--- src/rtl/scan_pkg.sv ---
// Shared types and constants for the multi-chain scan controller.
// Holds the FSM state encoding, the mode encodings and the index-width helper.
package scan_pkg;

  typedef enum logic [2:0] {
    ST_IDLE,
    ST_LOAD,
    ST_SCAN_LOW,
    ST_SCAN_HIGH,
    ST_PUSH,
    ST_DONE
  } state_t;

  localparam logic [1:0] MODE_CAPTURE = 2'b00;
  localparam logic [1:0] MODE_RESTORE = 2'b01;
  localparam logic [1:0] MODE_SWAP    = 2'b10;

  function automatic int clog2(input int value);
    int result;
    result = 0;
    for (int v = value - 1; v > 0; v = v >> 1) begin
      result++;
    end
    return result;
  endfunction

endpackage

--- src/rtl/scan_lane.sv ---
// One scan chain lane: a shift-in word driven onto the chain and a shift-out
// word collected from it, both addressed by the controller's shared bit index.
module scan_lane
  import scan_pkg::*;
#(
  parameter int DATA_W = 32,
  parameter int IDX_W  = clog2(DATA_W)
) (
  input  logic              aclk,
  input  logic              areset,
  input  logic              load_en,
  input  logic [DATA_W-1:0] load_data,
  input  logic              sample_en,
  input  logic              scan_out_bit,
  input  logic [IDX_W-1:0]  bit_idx,
  input  logic              drive_en,
  output logic              scan_in_bit,
  output logic [DATA_W-1:0] shift_out
);

  logic [DATA_W-1:0] shift_in_q, shift_in_d;
  logic [DATA_W-1:0] shift_out_q, shift_out_d;

  // Sampling bit 0 marks the start of a new word, so stale bits are dropped.
  always_comb begin
    shift_in_d  = shift_in_q;
    shift_out_d = shift_out_q;
    if (load_en) begin
      shift_in_d = load_data;
    end
    if (sample_en) begin
      if (bit_idx == '0) begin
        shift_out_d = '0;
      end
      shift_out_d[bit_idx] = scan_out_bit;
    end
  end

  always_ff @(posedge aclk) begin
    if (areset) begin
      shift_in_q  <= '0;
      shift_out_q <= '0;
    end else begin
      shift_in_q  <= shift_in_d;
      shift_out_q <= shift_out_d;
    end
  end

  assign scan_in_bit = drive_en & shift_in_q[bit_idx];
  assign shift_out   = shift_out_q;

endmodule

--- src/rtl/scan_chain_ctrl.sv ---
// Multi-chain scan controller: drives NUM_CHAINS chains in lock-step for
// capture, restore or swap passes between the host FIFOs and the DUT.
module scan_chain_ctrl
  import scan_pkg::*;
#(
  parameter int DATA_W     = 32,
  parameter int NUM_CHAINS = 4,
  parameter int LEN_W      = 16
) (
  input  logic                         aclk,
  input  logic                         areset,
  input  logic                         start,
  input  logic                         abort,
  input  logic [1:0]                   mode,
  input  logic [LEN_W-1:0]             length,
  output logic                         busy,
  output logic                         done,
  output logic                         scan_enable,
  output logic                         scan_ck_enable,
  output logic [NUM_CHAINS-1:0]        scan_in,
  input  logic [NUM_CHAINS-1:0]        scan_out,
  input  logic [NUM_CHAINS*DATA_W-1:0] in_data,
  input  logic                         in_empty,
  output logic                         in_rd_en,
  output logic [NUM_CHAINS*DATA_W-1:0] out_data,
  input  logic                         out_full,
  output logic                         out_wr_en
);

  localparam int IDX_W = clog2(DATA_W);
  localparam logic [IDX_W-1:0] LAST_IDX = IDX_W'(DATA_W - 1);

  state_t                       state_q, state_d;
  logic [1:0]                   mode_q, mode_d, start_mode;
  logic [LEN_W-1:0]             len_q, len_d;
  logic [LEN_W-1:0]             total_q, total_d;
  logic [IDX_W-1:0]             bit_idx_q, bit_idx_d;
  logic                         busy_q, busy_d;
  logic                         done_q, done_d;
  logic                         scan_enable_q, scan_enable_d;
  logic                         scan_ck_enable_q, scan_ck_enable_d;
  logic                         in_rd_en_q, in_rd_en_d;
  logic                         out_wr_en_q, out_wr_en_d;
  logic [NUM_CHAINS*DATA_W-1:0] out_data_q, out_data_d;
  logic [NUM_CHAINS*DATA_W-1:0] shift_out_all;
  logic                         load_en, sample_en, drive_en;
  logic                         last_bit, word_end;

  assign start_mode = (mode == MODE_RESTORE || mode == MODE_SWAP) ? mode : MODE_CAPTURE;
  assign last_bit   = (total_q + LEN_W'(1)) == len_q;
  assign word_end   = bit_idx_q == LAST_IDX;
  assign drive_en   = scan_enable_q && (mode_q != MODE_CAPTURE);

  // Abort wins over every other transition and suppresses any new FIFO access.
  always_comb begin
    state_d     = state_q;
    mode_d      = mode_q;
    len_d       = len_q;
    total_d     = total_q;
    bit_idx_d   = bit_idx_q;
    in_rd_en_d  = 1'b0;
    out_wr_en_d = 1'b0;
    out_data_d  = out_data_q;
    load_en     = 1'b0;
    sample_en   = 1'b0;
    if (state_q != ST_IDLE && abort) begin
      state_d = ST_IDLE;
    end else begin
      case (state_q)
        ST_IDLE: begin
          if (start) begin
            mode_d    = start_mode;
            len_d     = length;
            total_d   = '0;
            bit_idx_d = '0;
            if (length == '0)                    state_d = ST_DONE;
            else if (start_mode != MODE_CAPTURE) state_d = ST_LOAD;
            else                                 state_d = ST_SCAN_LOW;
          end
        end
        ST_LOAD: begin
          if (!in_empty) begin
            load_en    = 1'b1;
            in_rd_en_d = 1'b1;
            state_d    = ST_SCAN_LOW;
          end
        end
        ST_SCAN_LOW: begin
          sample_en = 1'b1;
          state_d   = ST_SCAN_HIGH;
        end
        ST_SCAN_HIGH: begin
          bit_idx_d = bit_idx_q + IDX_W'(1);
          total_d   = total_q + LEN_W'(1);
          if (last_bit || word_end) begin
            if (mode_q == MODE_RESTORE) state_d = last_bit ? ST_DONE : ST_LOAD;
            else                        state_d = ST_PUSH;
          end else begin
            state_d = ST_SCAN_LOW;
          end
        end
        ST_PUSH: begin
          if (!out_full) begin
            out_wr_en_d = 1'b1;
            out_data_d  = shift_out_all;
            if (total_q == len_q)         state_d = ST_DONE;
            else if (mode_q == MODE_SWAP) state_d = ST_LOAD;
            else                          state_d = ST_SCAN_LOW;
          end
        end
        ST_DONE: state_d = ST_IDLE;
        default: state_d = ST_IDLE;
      endcase
    end
    busy_d           = state_d != ST_IDLE;
    done_d           = state_d == ST_DONE;
    scan_enable_d    = (state_d == ST_SCAN_LOW) || (state_d == ST_SCAN_HIGH);
    scan_ck_enable_d = state_d == ST_SCAN_HIGH;
  end

  always_ff @(posedge aclk) begin
    if (areset) begin
      state_q          <= ST_IDLE;
      mode_q           <= MODE_CAPTURE;
      len_q            <= '0;
      total_q          <= '0;
      bit_idx_q        <= '0;
      busy_q           <= 1'b0;
      done_q           <= 1'b0;
      scan_enable_q    <= 1'b0;
      scan_ck_enable_q <= 1'b0;
      in_rd_en_q       <= 1'b0;
      out_wr_en_q      <= 1'b0;
      out_data_q       <= '0;
    end else begin
      state_q          <= state_d;
      mode_q           <= mode_d;
      len_q            <= len_d;
      total_q          <= total_d;
      bit_idx_q        <= bit_idx_d;
      busy_q           <= busy_d;
      done_q           <= done_d;
      scan_enable_q    <= scan_enable_d;
      scan_ck_enable_q <= scan_ck_enable_d;
      in_rd_en_q       <= in_rd_en_d;
      out_wr_en_q      <= out_wr_en_d;
      out_data_q       <= out_data_d;
    end
  end

  for (genvar i = 0; i < NUM_CHAINS; i++) begin : g_lane
    scan_lane #(
      .DATA_W(DATA_W),
      .IDX_W (IDX_W)
    ) u_lane (
      .aclk        (aclk),
      .areset      (areset),
      .load_en     (load_en),
      .load_data   (in_data[i*DATA_W +: DATA_W]),
      .sample_en   (sample_en),
      .scan_out_bit(scan_out[i]),
      .bit_idx     (bit_idx_q),
      .drive_en    (drive_en),
      .scan_in_bit (scan_in[i]),
      .shift_out   (shift_out_all[i*DATA_W +: DATA_W])
    );
  end

  assign busy           = busy_q;
  assign done           = done_q;
  assign scan_enable    = scan_enable_q;
  assign scan_ck_enable = scan_ck_enable_q;
  assign in_rd_en       = in_rd_en_q;
  assign out_wr_en      = out_wr_en_q;
  assign out_data       = out_data_q;

endmodule

--- config.mk ---
export PLATFORM = sky130hd
export DESIGN_NAME = scan_chain_ctrl
export DESIGN_NICKNAME = d
export VERILOG_FILES = /design/src/rtl/scan_pkg.sv /design/src/rtl/scan_lane.sv /design/src/rtl/scan_chain_ctrl.sv
export SDC_FILE = /design/constraint.sdc
export NUM_CORES = 1
export LEC_CHECK = 0
export CELL_PAD_IN_SITES_DETAIL_PLACEMENT = 2
export CELL_PAD_IN_SITES_GLOBAL_PLACEMENT = 2
export CORE_UTILIZATION = 30
export DETAILED_ROUTE_END_ITERATION = 10
export GPL_ROUTABILITY_DRIVEN = 0
export GPL_TIMING_DRIVEN = 0
export PLACE_DENSITY_LB_ADDON = 0.1
export SLEW_MARGIN = 30
export SYNTH_ARGS = -nofsm -noshare
export SYNTH_HDL_FRONTEND = slang
export SYNTH_SLANG_ARGS = --single-unit
--- constraint.sdc ---
create_clock -name aclk -period 7.6 [get_ports aclk]
set_input_delay 1.52 -clock aclk [delete_from_list [all_inputs] [get_ports aclk]]
set_output_delay 1.52 -clock aclk [all_outputs]
set_load 0.01 [all_outputs]
==> flow_summary.toml, run 1 <==
[run_status]
status = "completed"

[logic_synthesis]
synthTopCellsByArea = "dfxtp_1, nand2_1, a21oi_1"
synth-seq-area-share = 0.504
synth_enable_flop_cells = 0
ys.flop_type = "dfxtp_1"
yosysWarnings = 0
yosysTopAreaCell = "dfxtp_1"
async_flop_share = 0
postSynthNetCount = 2253
synthCells = 2089
synth_top_area_frac = 0.504
synth-seq-cells = 432
synthesis.area_um2 = 17100
syn_avg_cell_area_um2 = 8.21
yosysUniqueCellTypes = 59

[sta]
maxSlewHeadroom = 0.319
fin_hold_ws_ns = 0.453
skew_ns = 0.0233
setup-violations-final = 0
finalCriticalPeriod_ns = 5.44
tns_ns = 0
worst_slack_ns = 2.16
tightest_slew_ns = 1.02
finalMaxSlewViolations = 0
hold_violations = 0
max_freq_mhz = 184
rsz0062_at_grt = "false"
finalCritPeriodShare = 0.716

[route]
first_pass_iters = 5
vias = 16600
vias_per_cell = 5.13
wl_um = 72500
ant_nets = 0
drc = 0
wl_per_cell_um = 22.4
drt_iter0_drc = 823

[floorplan]
dieArea_um2 = 58100
start_util = 0.304
rows = 87
fp.dieW_um = 241
die_y_um = 241
core_area_um2 = 56400
ios = 294

[grt]
grt.total_usage = 0.250
grt-ovfl-total = 0
antenna_found_initial = 1
grt_pass1_vias = 17800
grt_pass1_wl_um = 109000
grt_max_degree = 14

[pwr]
power.density_nw_per_um2 = 231
cellLeakagePower_nw = 7.50
peakVddDrop_v = 0.000157
finalPower_mw = 5.25

[cells_and_area]
layout-drive-gt1-share = 0.0643
area_delta_synth_final_pct = 32.6
fin_nets = 2599
final_area_um2 = 22700
utilization = 0.403
stdcell_count = 3230

[critical_path]
critical_path_class = "flip-flop to output pin"
critPathMaxFanout = 10
cpMostUsedCell = "clkbuf_1"
arrival_ns = 3.92
crit_chain = "clkbuf_1 > clkbuf_1 > mux4_2 > a32oi_1 > o211ai_1 > a21oi_1 > nor2_1 > buf_4 > clkdlybuf4s50_1"
start_kind = "flip-flop"
crit_required_ns = 6.08
crit_path_top_delay_cell = "clkbuf_1"
crit_path_max_incr_delay_ns = 0.79
end_kind = "output pin"

[placement]
place_inst = 3138
dp_hpwl_um = 53900
dp_slack_ns = 2.80
io_buffers = 292
placedInstanceArea_um2 = 21000

[clocking]
clock_sinks = 432
clock_path_buffers = 3
cts_resized = 0
post_cts_buffers = 0
path_clk_slew_ns = 0.06
cts_tree = "done"
htreeDepth = 2
cts_buffers = 51
cts_root_buf = "clkbuf_16"
clk_latency_ns = 0.60
postCtsHoldBufs = 0

[hold_path]
min_path_type = "flip-flop to flip-flop"

[run]
cap_violations = 0
-- worst max-delay path: cells and delay by family, from the launching register on --
| family | cells | cell delay (ns) |
|---|---|---|
| muxes | 1 | 0.43 |
| AOI/OAI and AO/OA | 3 | 0.56 |
| and+or+nand+nor | 1 | 0.07 |
| DFF | 1 | 0.36 |
| buffers and inverters | 4 | 1.90 |
-- worst paths after layout --
kind	startpoint	slack, ns	to	depth (start not counted)
worst max-delay path	bit_idx_q[1]$_SDFFE_PP0P_	2.16	scan_in[1]	9
worst min-delay path	g_lane[1].u_lane.shift_in_q[2]$_SDFFE_PP0P_	0.45	g_lane[1].u_lane.shift_in_q[2]$_SDFFE_PP0P_	2
worst max register to register	bit_idx_q[1]$_SDFFE_PP0P_	3.97	g_lane[0].u_lane.shift_out[16]$_SDFFE_PP0P_	10
worst min register to register	g_lane[1].u_lane.shift_in_q[2]$_SDFFE_PP0P_	0.45	g_lane[1].u_lane.shift_in_q[2]$_SDFFE_PP0P_	2
-- cells in the final DEF, fill, tap and decap left out, types with 3 or more instances in the layout --
| master | n |
|---|---|
| a21oi_1 | 328 |
| a22oi_1 | 106 |
| a31oi_1 | 3 |
| a32oi_1 | 4 |
| a41oi_1 | 5 |
| and3_1 | 8 |
| and4_1 | 3 |
| buf_2 | 13 |
| buf_4 | 6 |
| clkbuf_1 | 150 |
| clkbuf_16 | 52 |
| clkbuf_8 | 17 |
| clkdlybuf4s50_1 | 292 |
| clkinv_2 | 6 |
| dfxtp_1 | 432 |
| ha_1 | 8 |
| inv_1 | 10 |
| mux2_2 | 6 |
| mux2i_1 | 5 |
| mux4_2 | 32 |
| nand2_1 | 612 |
| nand2b_1 | 5 |
| nand3_1 | 25 |
| nand3b_1 | 9 |
| nand4_1 | 14 |
| nand4_2 | 3 |
| nor2_1 | 188 |
| nor2b_1 | 5 |
| nor3_1 | 15 |
| nor3_2 | 4 |
| nor4_1 | 11 |
| o211ai_1 | 3 |
| o21ai_0 | 17 |
| or2_1 | 3 |
| or3_1 | 5 |
| xnor2_1 | 13 |
| xor2_1 | 15 |
-- where the power goes --
group	internal (mW)	switching, mW
clock network	1.48	1.00
logic	0.162	0.274
registers	2.30	0.0273
total	3.95	1.31
-- cell type report --
cell class                      count  area, µm²
Antenna cell                        1       2.50
Buffer                            161        648
Clock buffer                       80       1580
Clock inverter                     11        124
Fill cell                        6408      33700
Inverter                           10       37.5
Multi-Input combinational cell   1486       7820
Sequential cell                   432       8650
Tap cell                          756        946
Timing Repair Buffer              293       2930
-- flip-flops by register name (all words and copies together) (netlist names), 2 cells and up --
signal / cells
bit_idx_q: 5
g_lane.u_lane.shift_in_q: 128
g_lane.u_lane.shift_out: 128
len_q: 16
mode_q: 2
out_data: 128
state_q: 3
total_q: 16
-- synthesized netlist by cell type (2+ instances only) --
cell type / count
nor2_1: 188
nor4_4: 2
dfxtp_1: 432
inv_1: 10
nand2_1: 612
or3_1: 5
a211oi_1: 2
ha_1: 8
a22oi_1: 106
nand3_1: 25
a31oi_1: 3
nor3b_1: 2
or2_1: 3
nor3_1: 15
o21ai_0: 17
nor4_1: 11
o22ai_1: 2
xnor2_1: 13
clkbuf_1: 140
buf_4: 5
a41oi_1: 5
nor3_2: 4
xor2_1: 15
mux2_2: 6
and3_1: 8
nor2b_1: 6
a21oi_1: 328
mux2i_1: 5
nand4_2: 3
buf_1: 3
a21oi_2: 2
o21ai_1: 2
mux4_2: 32
buf_2: 12
nand2b_1: 5
a32oi_1: 4
nand3b_1: 9
nand4_1: 14
and4_1: 3
o211ai_1: 3
-- metal layers --
layer	vias to the layer above	share of wire	GRT usage	wire length (µm)
met4	0	0.026	0.0775	1880
li1	7778	-	-	-
met3	106	0.036	0.0310	2610
met5	-	0	0	0
met1	8305	0.43	0.312	31400
met2	376	0.50	0.445	36600
-- kinds of logic (layout without fill, tap and decap cells) --
family / after synthesis / in the layout / share of synthesized area
buffers and inverters: 171 / 555 / 0.0398
AND/OR/NAND/NOR: 922 / 922 / 0.223
XOR/XNOR: 28 / 28 / 0.0143
AO/OA/AOI/OAI: 485 / 485 / 0.163
adder cells (fa/ha/maj): 8 / 8 / 0.00584
multiplexers: 43 / 43 / 0.0489
other: 0 / 1 / 0
flip-flops: 432 / 432 / 0.504
Power figures use the tool's default switching activity.
==> run 2, diff against run 1 <==
--- a/config.mk
+++ b/config.mk
@@ -7,7 +7,7 @@
 export LEC_CHECK = 0
 export CELL_PAD_IN_SITES_DETAIL_PLACEMENT = 2
 export CELL_PAD_IN_SITES_GLOBAL_PLACEMENT = 2
-export CORE_UTILIZATION = 30
+export CORE_UTILIZATION = 28
 export DETAILED_ROUTE_END_ITERATION = 10
 export GPL_ROUTABILITY_DRIVEN = 0
 export GPL_TIMING_DRIVEN = 0
==> constraint.sdc (replaced) <==
create_clock -name aclk -period 4.8 [get_ports aclk]
set_input_delay 0.96 -clock aclk [delete_from_list [all_inputs] [get_ports aclk]]
set_output_delay 0.96 -clock aclk [all_outputs]
set_load 0.01 [all_outputs]
==> run 2 against run 1 <==
Sequential share of layout area is 0.065 points higher. Wire length is 0.57% lower. Clock skew is 0.0059 ns lower. Clock power is 55% higher. Worst setup slack worse by 2.1 ns. Critical path type unchanged.
==> flow_summary.toml, run 2 (same netlist as run 1, synthesis figures left out) <==
[placement]
place_inst = 3163
dp_hpwl_um = 54500
dp_slack_ns = 0.623
placedInstanceArea_um2 = 21100
io_buffers = 292

[cells_and_area]
fin_nets = 2597
utilization = 0.375
diodes = 0
layout_commonest_cell = "nand2_1"
final_area_um2 = 22700
layout-drive-gt1-share = 0.0627
num-fill-cells = 6798
area_delta_synth_final_pct = 32.4
stdcell_count = 3253
final_cell_mix = "nand2_1, dfxtp_1, a21oi_1, clkdlybuf4s50_1, nor2_1"

[sta]
finalCritPeriodShare = 0.979
rsz0062_at_grt = "true"
finalMaxSlewViolations = 0
max_freq_mhz = 213
finalCriticalPeriod_ns = 4.70
hold_violations = 0
maxSlewHeadroom = 0.393
worst_slack_ns = 0.100
fin_hold_ws_ns = 0.448
skew_ns = 0.0174
tns_ns = 0
setup-violations-final = 0
tightest_slew_ns = 0.910

[floorplan]
rows = 90
dieArea_um2 = 62200
die_y_um = 249
fp.dieW_um = 249
core_area_um2 = 60500
start_util = 0.284
ios = 294

[grt]
grt_pass1_vias = 17800
grt_max_degree = 14
grt_pass1_wl_um = 108000
grt.total_usage = 0.228
grt-ovfl-total = 0
antenna_found_initial = 0

[clocking]
cts_tree = "done"
clock_path_buffers = 3
path_clk_slew_ns = 0.06
cts_buffers = 50
clk_latency_ns = 0.60
post_cts_buffers = 0
htreeDepth = 2
postCtsHoldBufs = 0
clock_sinks = 432
cts_root_buf = "clkbuf_16"

[pwr]
cellLeakagePower_nw = 7.46
swShare = 0.250
p_clk_frac = 0.469
finalPower_mw = 8.23
power_frac_comb = 0.083
peakVddDrop_v = 0.000284
pwr-share-seq = 0.448
power.density_nw_per_um2 = 362
intPower_mw = 6.17
switchingPower_mw = 2.06

[route]
ant_nets = 0
vias_per_cell = 5.02
wl_um = 72100
drt_iter0_drc = 582
vias = 16300
wl_per_cell_um = 22.2
drc = 0
first_pass_iters = 5

[critical_path]
start_kind = "flip-flop"
crit_required_ns = 3.84
end_kind = "output pin"
crit_start = "bit_idx_q[1]$_SDFFE_PP0P_"
arrival_ns = 3.74
critical_path_class = "flip-flop to output pin"
crit_end = "scan_in[1]"
reg2regPathDepth = 10
reg2reg_to = "g_lane[1].u_lane.shift_out[28]$_SDFFE_PP0P_"
critPathMaxFanout = 10
rrSetupSlack_ns = 1.12
r2r_start = "bit_idx_q[1]$_SDFFE_PP0P_"

[hold_path]
min_path_cells = 2
min_path_type = "flip-flop to flip-flop"

[run]
cap_violations = 0

[run_status]
status = "completed"
run 2: power by group through the flow:
| stage | logic [mW] | registers, mW | clock network [mW] |
|---|---|---|---|
| after floorplan | 0.339 | 3.75 | 0 |
| after global placement | 0.668 | 3.76 | 0 |
| after detailed placement | 0.687 | 3.77 | 0 |
| after CTS | 0.692 | 3.69 | 3.93 |
| after global routing | 0.738 | 3.69 | 4.08 |
| final | 0.681 | 3.69 | 3.86 |
run 2: timing repair:
action,CTS,global route
hold endpoints to repair,0,0
setup endpoints to repair,1,2
gates resized for setup,1,2
gates cloned,0,0
pin swaps,0,0
run 2: final cells by class:
class | instances | area [µm²] | share of cell area
clock inverter | 13 | 161 | 0.00711
inverter | 10 | 37.5 | 0.00165
multi-input combinational | 1486 | 7820 | 0.345
tap | 782 | 978 | 0.0431
timing repair buffer | 292 | 2920 | 0.129
buffer | 161 | 653 | 0.0288
sequential | 432 | 8650 | 0.381
clock buffer | 77 | 1470 | 0.0649
run 2: how the worst min path moves through the flow:
stage / startpoint / endpoint / slack [ns]
after CTS: g_lane[0].u_lane.shift_out[8]$_SDFFE_PP0P_ / out_data[8]$_SDFFE_PP0P_ / 0.45
after floorplan: g_lane[3].u_lane.shift_out[5]$_SDFFE_PP0P_ / out_data[101]$_SDFFE_PP0P_ / 0.43
after global routing: g_lane[2].u_lane.shift_in_q[9]$_SDFFE_PP0P_ / g_lane[2].u_lane.shift_in_q[9]$_SDFFE_PP0P_ / 0.47
after global placement: g_lane[0].u_lane.shift_out[19]$_SDFFE_PP0P_ / out_data[19]$_SDFFE_PP0P_ / 0.44
final: g_lane[0].u_lane.shift_out[8]$_SDFFE_PP0P_ / out_data[8]$_SDFFE_PP0P_ / 0.45
after detailed placement: g_lane[1].u_lane.shift_in_q[8]$_SDFFE_PP0P_ / g_lane[1].u_lane.shift_in_q[8]$_SDFFE_PP0P_ / 0.45
run 2: metal layers:
layer | global-route usage | part of all wire
met1 | 0.283 | 0.44
met2 | 0.409 | 0.50
met3 | 0.0295 | 0.033
met4 | 0.0660 | 0.026
met5 | 0 | 0
run 2: critical path, stage by stage (launching register included):
cell             delay, ns
dfxtp_1               0.36
clkbuf_1              0.46
buf_1                 0.73
mux4_2                0.43
a32oi_1               0.18
o211ai_1              0.11
a21oi_1               0.13
nor2_1                0.05
buf_4                 0.17
clkdlybuf4s50_1       0.53
==> run 3, diff against run 2 <==
--- a/config.mk
+++ b/config.mk
@@ -5,13 +5,16 @@
 export SDC_FILE = /design/constraint.sdc
 export NUM_CORES = 1
 export LEC_CHECK = 0
+export CAP_MARGIN = 20
 export CELL_PAD_IN_SITES_DETAIL_PLACEMENT = 2
 export CELL_PAD_IN_SITES_GLOBAL_PLACEMENT = 2
+export CORE_MARGIN = 3
 export CORE_UTILIZATION = 28
 export DETAILED_ROUTE_END_ITERATION = 10
 export GPL_ROUTABILITY_DRIVEN = 0
 export GPL_TIMING_DRIVEN = 0
 export PLACE_DENSITY_LB_ADDON = 0.1
+export SETUP_SLACK_MARGIN = 0.2
 export SLEW_MARGIN = 30
 export SYNTH_ARGS = -nofsm -noshare
 export SYNTH_HDL_FRONTEND = slang
==> run 3 against run 2 <==
Worst setup slack gained 0.29 ns. Non-clock buffer count grew 2. Maximum frequency grew 6.6%. Count of clock-buffer cells in the layout shrank 2. Via count grew 0.43%. First-iteration DRC count grew 4.3%. Wire length grew 2.5%. Cell area grew 0.39%. Clock skew grew 0.0014 ns. Global-route usage shrank 0.27 points. Power grew 1.3%. Critical path depth shrank 2. Largest power group unchanged.
==> flow_summary.toml, run 3 (same netlist as run 1, synthesis figures left out) <==
[run_status]
status = "completed"

[cells_and_area]
final_cell_mix = "nand2_1, dfxtp_1, a21oi_1, clkdlybuf4s50_1, nor2_1"
area_delta_synth_final_pct = 32.9
layout-drive-gt1-share = 0.0663
layout_commonest_cell = "nand2_1"
fin_nets = 2599

[critical_path]
crit_required_ns = 3.84
crit_end = "scan_in[2]"
path_depth = 7
reg2regPathDepth = 10
path_buf_inv = 2
crit_start = "bit_idx_q[4]$_SDFFE_PP0P_"
start_kind = "flip-flop"
crit_path_top_delay_cell = "nor2b_2"
rrSetupSlack_ns = 1.46
end_kind = "output pin"
arrival_ns = 3.45
critical_path_class = "flip-flop to output pin"
crit_path_max_incr_delay_ns = 0.67
crit_chain = "nor2b_2 > nand2b_1 > nor2b_1 > a21oi_1 > a41oi_1 > buf_4 > clkdlybuf4s50_1"
cpLargestDelayFamily = "simple AND/OR/NAND/NOR gates"
r2r_start = "bit_idx_q[1]$_SDFFE_PP0P_"
critPathMaxFanout = 8
reg2reg_to = "g_lane[3].u_lane.shift_out[16]$_SDFFE_PP0P_"

[grt]
grt.total_usage = 0.225
grt-ovfl-total = 0
grt_max_degree = 14
grt_pass1_wl_um = 110000
antenna_found_initial = 1
grt_pass1_vias = 17800

[sta]
max_freq_mhz = 227
maxSlewHeadroom = 0.405
finalCritPeriodShare = 0.919
finalMaxSlewViolations = 0
finalCriticalPeriod_ns = 4.41
hold_violations = 0
fin_hold_ws_ns = 0.448
skew_ns = 0.0189
setup-violations-final = 0
tns_ns = 0
tightest_slew_ns = 0.892
rsz0062_at_grt = "false"

[clocking]
path_clk_slew_ns = 0.06
clk_latency_ns = 0.60
cts_root_buf = "clkbuf_16"
cts_tree = "done"
clock_sinks = 432
cts_buffers = 50
htreeDepth = 2
post_cts_buffers = 0
clock_path_buffers = 3

[floorplan]
start_util = 0.284
ios = 294
rows = 90
dieArea_um2 = 64200
die_y_um = 253
core_area_um2 = 60500
fp.dieW_um = 253

[hold_path]
min_path_type = "flip-flop to flip-flop"

[pwr]
finalPower_mw = 8.34
cellLeakagePower_nw = 7.52
power.density_nw_per_um2 = 366
peakVddDrop_v = 0.000271

[placement]
dp_hpwl_um = 55500
io_buffers = 292

[run]
cap_violations = 0

[route]
wl_um = 73900
wl_per_cell_um = 22.7
ant_nets = 0
vias = 16400
first_pass_iters = 5
drc = 0
vias_per_cell = 5.03
drt_iter0_drc = 607
## run 3: changes by cell type in the layout (fill, tap and decap cells not counted)
cell,before,now
clkbuf_4,1,0
inv_6,2,1
clkbuf_16,50,51
inv_16,0,1
diode_2,0,1
buf_8,0,1
buf_1,3,2
buf_4,5,8
clkinv_2,6,10
clkbuf_2,3,5
clkinv_8,1,0
bufinv_16,3,4
buf_2,12,11
clkbuf_1,151,147
## run 3: worst min path at each step
stage	from	end	depth (start not counted)	slack [ns]
final	g_lane[0].u_lane.shift_out[20]$_SDFFE_PP0P_	out_data[20]$_SDFFE_PP0P_	2	0.45
after global routing	g_lane[1].u_lane.shift_in_q[30]$_SDFFE_PP0P_	g_lane[1].u_lane.shift_in_q[30]$_SDFFE_PP0P_	2	0.47
after CTS	g_lane[0].u_lane.shift_out[20]$_SDFFE_PP0P_	out_data[20]$_SDFFE_PP0P_	2	0.44
after detailed placement	g_lane[3].u_lane.shift_in_q[4]$_SDFFE_PP0P_	g_lane[3].u_lane.shift_in_q[4]$_SDFFE_PP0P_	2	0.45
after global placement	g_lane[2].u_lane.shift_out[6]$_SDFFE_PP0P_	out_data[70]$_SDFFE_PP0P_	2	0.44
after floorplan	g_lane[3].u_lane.shift_out[5]$_SDFFE_PP0P_	out_data[101]$_SDFFE_PP0P_	2	0.43
## run 3: final cells by class
type	count	area (µm²)
Antenna cell	1	2.50
Buffer	161	658
Clock buffer	75	1490
Clock inverter	17	206
Fill cell	6758	37700
Inverter	10	37.5
Multi-Input combinational cell	1486	7820
Sequential cell	432	8650
Tap cell	782	978
Timing Repair Buffer	294	2950
## run 3: worst min-delay path, delay by kind of cell (launching register included)
family          cells  cell delay, ns
compound gates      1            0.05
flops               1            0.31
simple gates        1            0.06
## run 3: metal layers
layer,vias to the layer above,track usage,share of wire
met5,-,0,0
li1,7783,-,-
met1,8191,0.283,0.44
met4,0,0.0507,0.018
met3,80,0.0319,0.036
met2,330,0.408,0.51
## run 3: metrics by stage
stage	setup slack, ns	cell area, µm²	util	cells
2_1_floorplan	1.83	17100	-	2089
3_3_place_gp	0.509	21000	0.348	3163
3_5_place_dp	0.644	21100	0.349	3165
4_1_cts	0.204	22800	0.377	3257
5_1_grt	0.203	22800	0.377	3258
6_report	0.390	22800	0.377	3258
## run 3: what timing repair did
| item | CTS | global route |
|---|---|---|
| gates resized for setup | 4 | 4 |
| cloned | 0 | 0 |
| hold buffers | 0 | 0 |
| setup endpoints to repair | 4 | 3 |
| endpoints found under the hold margin | 0 | 0 |
## run 3: report_power, final
part | switching [mW] | internal, mW | leakage (nW)
clock | 1.60 | 2.36 | 0.839
sequential | 0.0428 | 3.65 | 3.48
combinational | 0.430 | 0.257 | 3.19
